==> src/rtl/seq_cover_counter.sv <==
// Free-running step counter with a shift-register sequence matcher for cover work.
// Define SEQ_COVER_SVA_EN to compile in the cover/assert checker; the default build omits it.
module seq_cover_counter #(
  parameter int WIDTH   = 32,
  parameter int STEP    = 1,
  parameter int SEQ_LEN = 3,
  parameter int HIT_W   = 8
) (
  input  logic             clk,
  input  logic             rst_n,
  input  logic             en,
  input  logic             load,
  input  logic [WIDTH-1:0] load_val,
  input  logic [WIDTH-1:0] start_val,
  output logic [WIDTH-1:0] x,
  output logic             hit,
  output logic             covered,
  output logic [HIT_W-1:0] hit_count
);

  localparam logic [WIDTH-1:0] STEP_W  = WIDTH'(STEP);
  localparam logic [HIT_W-1:0] CNT_MAX = {HIT_W{1'b1}};

  logic [WIDTH-1:0]   r_x;
  logic [WIDTH-1:0]   w_x_next;
  logic [SEQ_LEN-1:0] r_m;
  logic [SEQ_LEN-1:0] w_m_next;
  logic [SEQ_LEN-1:0] w_e;
  logic               r_covered;
  logic [HIT_W-1:0]   r_hit_count;
  logic [HIT_W-1:0]   w_count_next;
  logic               w_hit_next;

  // Element k compares the live counter against the live start value plus its fixed offset.
  for (genvar k = 0; k < SEQ_LEN; k++) begin : g_elem
    assign w_e[k] = (r_x == (start_val + WIDTH'(k * STEP)));
  end

  // Stage k survives only if stage k-1 matched on the previous clock.
  always_comb begin
    w_m_next    = '0;
    w_m_next[0] = w_e[0];
    for (int i = 1; i < SEQ_LEN; i++) begin
      w_m_next[i] = w_e[i] & r_m[i-1];
    end
  end

  assign w_hit_next = w_m_next[SEQ_LEN-1];

  // Counter next value: load wins over enable.
  always_comb begin
    w_x_next = r_x;
    if (load) begin
      w_x_next = load_val;
    end else if (en) begin
      w_x_next = r_x + STEP_W;
    end else begin
      w_x_next = r_x;
    end
  end

  // Hit counter saturates at all-ones.
  always_comb begin
    w_count_next = r_hit_count;
    if (w_hit_next && (r_hit_count != CNT_MAX)) begin
      w_count_next = r_hit_count + HIT_W'(1);
    end else begin
      w_count_next = r_hit_count;
    end
  end

  // All state registers; covered and hit_count update on the same edge that raises hit.
  always_ff @(posedge clk or negedge rst_n) begin
    if (!rst_n) begin
      r_x         <= '0;
      r_m         <= '0;
      r_covered   <= 1'b0;
      r_hit_count <= '0;
    end else begin
      r_x         <= w_x_next;
      r_m         <= w_m_next;
      r_covered   <= r_covered | w_hit_next;
      r_hit_count <= w_count_next;
    end
  end

  assign x         = r_x;
  assign hit       = r_m[SEQ_LEN-1];
  assign covered   = r_covered;
  assign hit_count = r_hit_count;

`ifdef SEQ_COVER_SVA_EN
  seq_cover_counter_sva #(
    .WIDTH(WIDTH), .STEP(STEP), .SEQ_LEN(SEQ_LEN), .HIT_W(HIT_W)
  ) u_sva (
    .clk(clk), .rst_n(rst_n), .x(r_x), .start_val(start_val),
    .hit(hit), .covered(r_covered), .hit_count(r_hit_count)
  );
`else
  // Default build carries no checker.
`endif

endmodule

`ifdef SEQ_COVER_SVA_EN
// Cover and safety properties observing the counter from outside its state.
module seq_cover_counter_sva #(
  parameter int WIDTH   = 32,
  parameter int STEP    = 1,
  parameter int SEQ_LEN = 3,
  parameter int HIT_W   = 8
) (
  input logic             clk,
  input logic             rst_n,
  input logic [WIDTH-1:0] x,
  input logic [WIDTH-1:0] start_val,
  input logic             hit,
  input logic             covered,
  input logic [HIT_W-1:0] hit_count
);

  localparam logic [WIDTH-1:0] OFF1     = WIDTH'(STEP);
  localparam logic [WIDTH-1:0] OFF2     = WIDTH'(2 * STEP);
  localparam logic [WIDTH-1:0] LAST_OFF = WIDTH'((SEQ_LEN - 1) * STEP);

  if (SEQ_LEN == 3) begin : g_cover
    c_seq: cover property (@(posedge clk) disable iff (!rst_n)
      (x == start_val) ##1 (x == start_val + OFF1) ##1 (x == start_val + OFF2));
  end

  a_hit_last: assert property (@(posedge clk) disable iff (!rst_n)
    hit |-> ($past(x) == ($past(start_val) + LAST_OFF)));

  a_cov_mono: assert property (@(posedge clk) disable iff (!rst_n)
    $past(covered) |-> covered);

  a_cnt_mono: assert property (@(posedge clk) disable iff (!rst_n)
    hit_count >= $past(hit_count));

endmodule
`endif

==> config.mk <==
export PLATFORM = sky130hd
export DESIGN_NAME = seq_cover_counter
export DESIGN_NICKNAME = d
export VERILOG_FILES = /design/src/rtl/seq_cover_counter.sv
export SDC_FILE = /design/constraint.sdc
export NUM_CORES = 1
export LEC_CHECK = 0
export ABC_AREA = 1
export CORE_ASPECT_RATIO = 1.2
export CORE_MARGIN = 2
export CORE_UTILIZATION = 47
export DETAILED_ROUTE_END_ITERATION = 10
export GPL_TIMING_DRIVEN = 1
export PLACE_DENSITY = 0.75
export SYNTH_ARGS = -nofsm -noshare
export SYNTH_HDL_FRONTEND = slang
export SYNTH_SLANG_ARGS = --single-unit
==> constraint.sdc <==
create_clock -name clk -period 2 [get_ports clk]
set_input_delay 0.4 -clock clk [delete_from_list [all_inputs] [get_ports clk]]
set_output_delay 0.4 -clock clk [all_outputs]
set_load 0.02 [all_outputs]
Word-level counts from Yosys, hierarchy flattened
Index checks and enable logic that the tools add are counted.
{ "totals": {"in_bits": 68, "regBits": 44, "wordCells": 19} }
{ "classes": {"n_addsub": 4, "bitwise": 3, "n_reduce_logical": 2, "eq_ne": 4, "mux": 2} }
{ "op_table": {"columns": ["op", "count"], "rows": [
  ["32-bit equality test", 3],
  ["32-bit by 1-bit adder with 32-bit output, second input constant", 2],
  ["32-bit two-way mux", 2],
  ["32-bit by 2-bit adder with 32-bit output, second input constant", 1],
  ["8-bit by 1-bit adder with 8-bit output, second input constant", 1],
  ["8-bit != test, second input constant", 1],
  ["1-bit bitwise AND", 2],
  ["2-bit nonzero test", 1],
  ["1-bit logical AND", 1],
  ["1-bit OR", 1]
]} }

Longest topological paths before layout
{ "logic_depth": {"depth_word": 4, "ltp_mapped": 18} }

Worst setup path before layout
OpenSTA, ideal clock, no wires.
{ "synth_path": {"path_type": "input port to flip-flop", "startpoint": "in start_val[1]", "endpoint": "reg r_hit_count[7] (netlist: hit_count[7])", "t_required_ns": 1.883, "setup_time_ns": 0.117, "path_buffers": 1, "arrival_time_ns": 1.921, "slack_ns": -0.039, "cell_stages": 17, "path_cell_list": "ha_1 inv_1 nor2_4 nand2_2 nor2_4 nand2_1 nand2_1 nand2_1 nor2_1 nand2_1 nor2_2 nand3_2 nor2_4 buf_6 nand2_1 nand2_1 nand2_1"} }
{ "synth_between": {"elab_chain_len": 4} }
{ "synth_lines": {"columns": ["item", "line_no", "text"], "rows": [
  ["start, declared", "14", "input logic [WIDTH-1:0] start_val,"],
  ["32-bit by 2-bit adder with 32-bit output", "36", "assign w_e[k] = (r_x == (start_val + WIDTH'(k * STEP)));"],
  ["32-bit equality test", "36", null],
  ["1-bit bitwise AND", "44", "w_m_next[i] = w_e[i] & r_m[i-1];"],
  ["1-bit logical AND", "65", "if (w_hit_next && (r_hit_count != CNT_MAX)) begin"],
  ["end signal, assigned", "83", "r_hit_count <= w_count_next;"],
  ["end, declared", "30", "logic [HIT_W-1:0] r_hit_count;"]
]} }
No other way between the ends.
A chain may end at the register's enable or synchronous reset.

Worst setup path in the final report
{ "layout_path": {"startpoint": "reg r_x[0] (netlist: x[0])", "endpoint": "reg r_x[18] (netlist: x[18])"} }
{ "layout_between": {"elab_chain_len": 3} }
{ "layout_lines": {"columns": ["item", "line_no", "text"], "rows": [
  ["start, declared", "24", "logic [WIDTH-1:0] r_x;"],
  ["start signal, assigned", "80", "r_x <= w_x_next;"],
  ["32-bit by 1-bit adder with 32-bit output", "56", "w_x_next = r_x + STEP_W;"],
  ["32-bit two-way mux", "55", "end else if (en) begin"],
  ["32-bit two-way mux", "53", "if (load) begin"]
]} }
No other way between the ends. The select of a mux whose other input is x is not followed.

==> implementation parameters <==
Parameter                              Value

Yosys
  Number of distinct library cell variants in the gate-level netlist after synthesis    38
  Most used flip-flop cell after synthesis    sky130_fd_sc_hd__dfrtp_1
  Area fraction in compound gates after synthesis    ~8.6%
  Count of mapped cells out of synthesis    between 700 and 800
  Share of flip-flops with an asynchronous set or reset    100%
  Area fraction in and, or, nand and nor cells after synthesis    a little under half
  Area of the mapped netlist    roughly 4700 µm²
  Proportion of synthesized area in mux cells    0%
  Mapped Nets    roughly 860
  Number of flops mapped to enable cells by yosys    0
  Sequential fraction of the synthesis area    about a quarter
  Post-synthesis sequential element count    44
  Dominant combinational cell family by area after synthesis    simple AND/OR/NAND/NOR gates
  Area share of xor/xnor cells in the synthesized design    10.9%
  Mean cell area of the mapped netlist    about 6.0 µm²
  Synthesis warning total    0
  Synthesized-area fraction occupied by adder cells    between 1 and 1.5%

Finish
  Final layout net count    roughly 1200
  Diode insertion count for antenna repair    0
  Final standard cell utilization of the core    83.2%
  Fraction of final layout cells with drive strength greater than 1    between 30 and 40%
  Non-Filler Instances    about 1200
  Synthesis-to-layout area growth    74.8%

STA
  Hold Worst Slack    ~0.20 ns
  Largest clock skew in the final design    approximately 0.0074 ns
  Final setup violating endpoints    21
  Fmax    between 400 and 500 MHz
  Clock period minus worst slack    around 2.2 ns
  Worst max-slew margin expressed relative to the limit    roughly three fifths
  Worst Max-Slew Pin Slew    0.614 ns
  Number of hold-slack violations in the final timing report    0
  Number of pins exceeding their max-slew limit in the final report    0
  Setup repair after global routing missed its margin    yes
  Post-route clock period utilization    110%
  Fin worst setup slack    -0.191 ns

Outcome
  Violations in the final reports    setup timing
  Outcome    finished, violations left

Worst hold path
  Min-delay worst type    in -> async

Clocking
  Clock-pin slew of the registers on the worst-case setup and hold paths    0.07 ns
  Clk Latency, worst-skew pair    roughly 0.30 ns
  H-tree depth reported by CTS    2
  Root buf cell    sky130_fd_sc_hd__clkbuf_16
  Clock sink count    44
  CTS tree    built
  Number of buffers created by CTS    5
  Number of buffers on the longest clock path    2

Floorplan
  Die footprint    10900 µm²
  Initial Utilization    between 40% and 50%
  Die height    roughly 110 µm
  Die Span X    95.4 µm
  Number of placed I/O pins    110
  Placement row count    40
  Placeable core region    between 9000 and 10000 µm²

Route
  Drc violations    0
  Post-DR wirelength/cell    ~18 µm
  Post-route ant nets    0
  Total iterations of the first detailed-routing run    8
  Average vias per placed instance    approximately 5.6
  Vias    between 6000 and 7000
  1st-iter DRT viols    between 500 and 600
  Wire length after detailed routing    around 22000 µm

Critical path
  Startpoint-to-endpoint class of the critical path    reg -> reg
  Required @ worst endpoint    2.14 ns
  CP Launch Type    register
  Depth of the most critical reg-to-reg path    12
  Critical path peak fanout    3
  Setup slack of the worst register-to-register path    -0.19 ns
  Arrival time at the worst endpoint    around 2.3 ns
  Sort of element at the end of the critical path    register

Place
  Detail Placement HPWL    roughly 15000 µm
  Routability cong.    roughly 1.0
  Number of cells in the design after placement    about 1200
  IO buf count    roughly 110
  Worst slack at placement    -1.12 ns

GRT
  Largest net degree at the start of global routing    45
  Vias in the first global route    around 6700
  Global routing usage summed across all routing layers    a little under two fifths
  Aggregate global routing overflow    0
  Initial antenna violation count    0
  Wire length of the first global-routing pass    between 30000 and 40000 µm

Pwr
  Total leakage power    ~0.0040 µW
  Power per cell area    roughly 480 nW/µm²
  Maximum VDD drop    just under 0.0005 V
  Post-layout total power    roughly 4000 µW

Run
  Number of maximum-capacitance violations    0
==> synthesized netlist by cell type (3+ instances only) <==
master	instances	area share (%)
sky130_fd_sc_hd__clkbuf_1	9	0.72
sky130_fd_sc_hd__nor2_4	8	1.9
sky130_fd_sc_hd__nand4_1	13	1.7
sky130_fd_sc_hd__inv_1	103	8.2
sky130_fd_sc_hd__nor2_1	96	7.6
sky130_fd_sc_hd__nand2_1	287	23
sky130_fd_sc_hd__o22ai_1	5	0.66
sky130_fd_sc_hd__o211ai_1	12	1.9
sky130_fd_sc_hd__xnor2_1	16	3.0
sky130_fd_sc_hd__dfrtp_1	44	23
sky130_fd_sc_hd__nor3_1	14	1.5
sky130_fd_sc_hd__o221ai_1	8	1.5
sky130_fd_sc_hd__ha_1	5	1.3
sky130_fd_sc_hd__nand3b_1	6	0.96
sky130_fd_sc_hd__buf_2	3	0.32
sky130_fd_sc_hd__nand3_1	49	5.2
sky130_fd_sc_hd__nor4_1	8	1.1
sky130_fd_sc_hd__o21ai_0	14	1.5
sky130_fd_sc_hd__a22oi_1	6	0.96
sky130_fd_sc_hd__nand2_2	6	0.80
sky130_fd_sc_hd__nor2_2	7	0.93
sky130_fd_sc_hd__or2_2	3	0.40
sky130_fd_sc_hd__xor2_1	41	7.6
sky130_fd_sc_hd__a21oi_1	10	1.1
==> cell type report <==
class	instances	area (µm²)
Fill cell	629	1670
Tap cell	126	158
Clock buffer	6	139
Sequential cell	44	1100
Multi-Input combinational cell	627	3770
Timing Repair Buffer	319	2640
Clock inverter	2	38.8
Inverter	103	389
==> cell usage in the layout (no fill, tap or decap), types with 12 or more instances in the layout <==
| cell | instances |
|---|---|
| sky130_fd_sc_hd__clkdlybuf4s50_1 | 77 |
| sky130_fd_sc_hd__nand3_1 | 41 |
| sky130_fd_sc_hd__inv_1 | 96 |
| sky130_fd_sc_hd__buf_2 | 13 |
| sky130_fd_sc_hd__nand2_4 | 16 |
| sky130_fd_sc_hd__o211ai_1 | 12 |
| sky130_fd_sc_hd__nand2_2 | 33 |
| sky130_fd_sc_hd__nor2_4 | 28 |
| sky130_fd_sc_hd__xor2_1 | 38 |
| sky130_fd_sc_hd__nor2_1 | 53 |
| sky130_fd_sc_hd__buf_4 | 204 |
| sky130_fd_sc_hd__nand2_1 | 245 |
| sky130_fd_sc_hd__nor2_2 | 30 |
| sky130_fd_sc_hd__xnor2_1 | 15 |
| sky130_fd_sc_hd__nand4_1 | 13 |
| sky130_fd_sc_hd__dfrtp_1 | 41 |
==> sequential cells by signal, summed over array words and instances, names as in the netlist <==
register   count
hit_count      8
r_m            3
covered        1
x             32
==> worst max-delay path, stage by stage (launching register included) <==
cell	delay (ns)
sky130_fd_sc_hd__dfrtp_1	0.39
sky130_fd_sc_hd__buf_4	0.14
sky130_fd_sc_hd__buf_6	0.11
sky130_fd_sc_hd__ha_4	0.16
sky130_fd_sc_hd__nand3_4	0.10
sky130_fd_sc_hd__nor2_4	0.13
sky130_fd_sc_hd__nand2_2	0.09
sky130_fd_sc_hd__nor2_4	0.16
sky130_fd_sc_hd__nand2_4	0.12
sky130_fd_sc_hd__nor2_4	0.16
sky130_fd_sc_hd__buf_4	0.14
sky130_fd_sc_hd__xor2_1	0.18
sky130_fd_sc_hd__o221ai_1	0.15
==> stage by stage <==
| stage | instance area, µm² | setup TNS (ns) |
|---|---|---|
| 3_3_place_gp | 7410 | -10.84 |
| 5_1_grt | 8240 | -4.79 |
| 3_5_place_dp | 7410 | -11.98 |
| 4_1_cts | 8000 | -0.160 |
| 2_1_floorplan | 4780 | -0.00400 |
| 6_report | 8240 | -1.94 |
==> power breakdown <==
part / switching, µW / internal, µW / leakage [µW] / total [µW]
logic: 1000 / 876 / 0.00341 / 1880
clock network: 389 / 627 / 0.0000871 / 1020
registers: 86.6 / 959 / 0.000544 / 1050
total: 1480 / 2460 / 0.00404 / 3940
==> cell families (layout without fill, tap and decap cells) <==
family	Yosys count	count (layout)
buffers and inverters	117	430
adder cells (fa/ha/maj)	5	5
XOR/XNOR	58	58
flip-flops	44	44
AO/OA/AOI/OAI	61	61
AND/OR/NAND/NOR	503	503
==> worst paths after layout <==
kind,startpoint,end
max,x[0]$_DFFE_PN0P_,x[18]$_DFFE_PN0P_
min,rst_n,x[5]$_DFFE_PN0P_
max reg2reg,x[0]$_DFFE_PN0P_,x[18]$_DFFE_PN0P_
min reg2reg,hit_count[5]$_DFFE_PN0P_,hit_count[5]$_DFFE_PN0P_
max in group asynchronous,rst_n,x[1]$_DFFE_PN0P_
min in group clk,hit_count[5]$_DFFE_PN0P_,hit_count[5]$_DFFE_PN0P_
==> metal layers <==
| layer | up-vias | wire length (µm) | GRT usage, % |
|---|---|---|---|
| li1 | 3119 | - | - |
| met3 | 113 | 1700 | 5.81 |
| met2 | 447 | 10600 | 63.9 |
| met5 | - | 0 | 0 |
| met4 | 0 | 1390 | 20.5 |
| met1 | 3138 | 7940 | 45.7 |
==> what timing repair did <==
| action | 4_1_cts | 5_1_grt |
|---|---|---|
| gates resized for setup | 206 | 69 |
| pin swaps | 56 | 37 |
| buffers inserted | 12 | 6 |
| hold buffers | 0 | 0 |
| endpoints found under the setup margin | 21 | 31 |
Power figures use the tool's default switching activity.
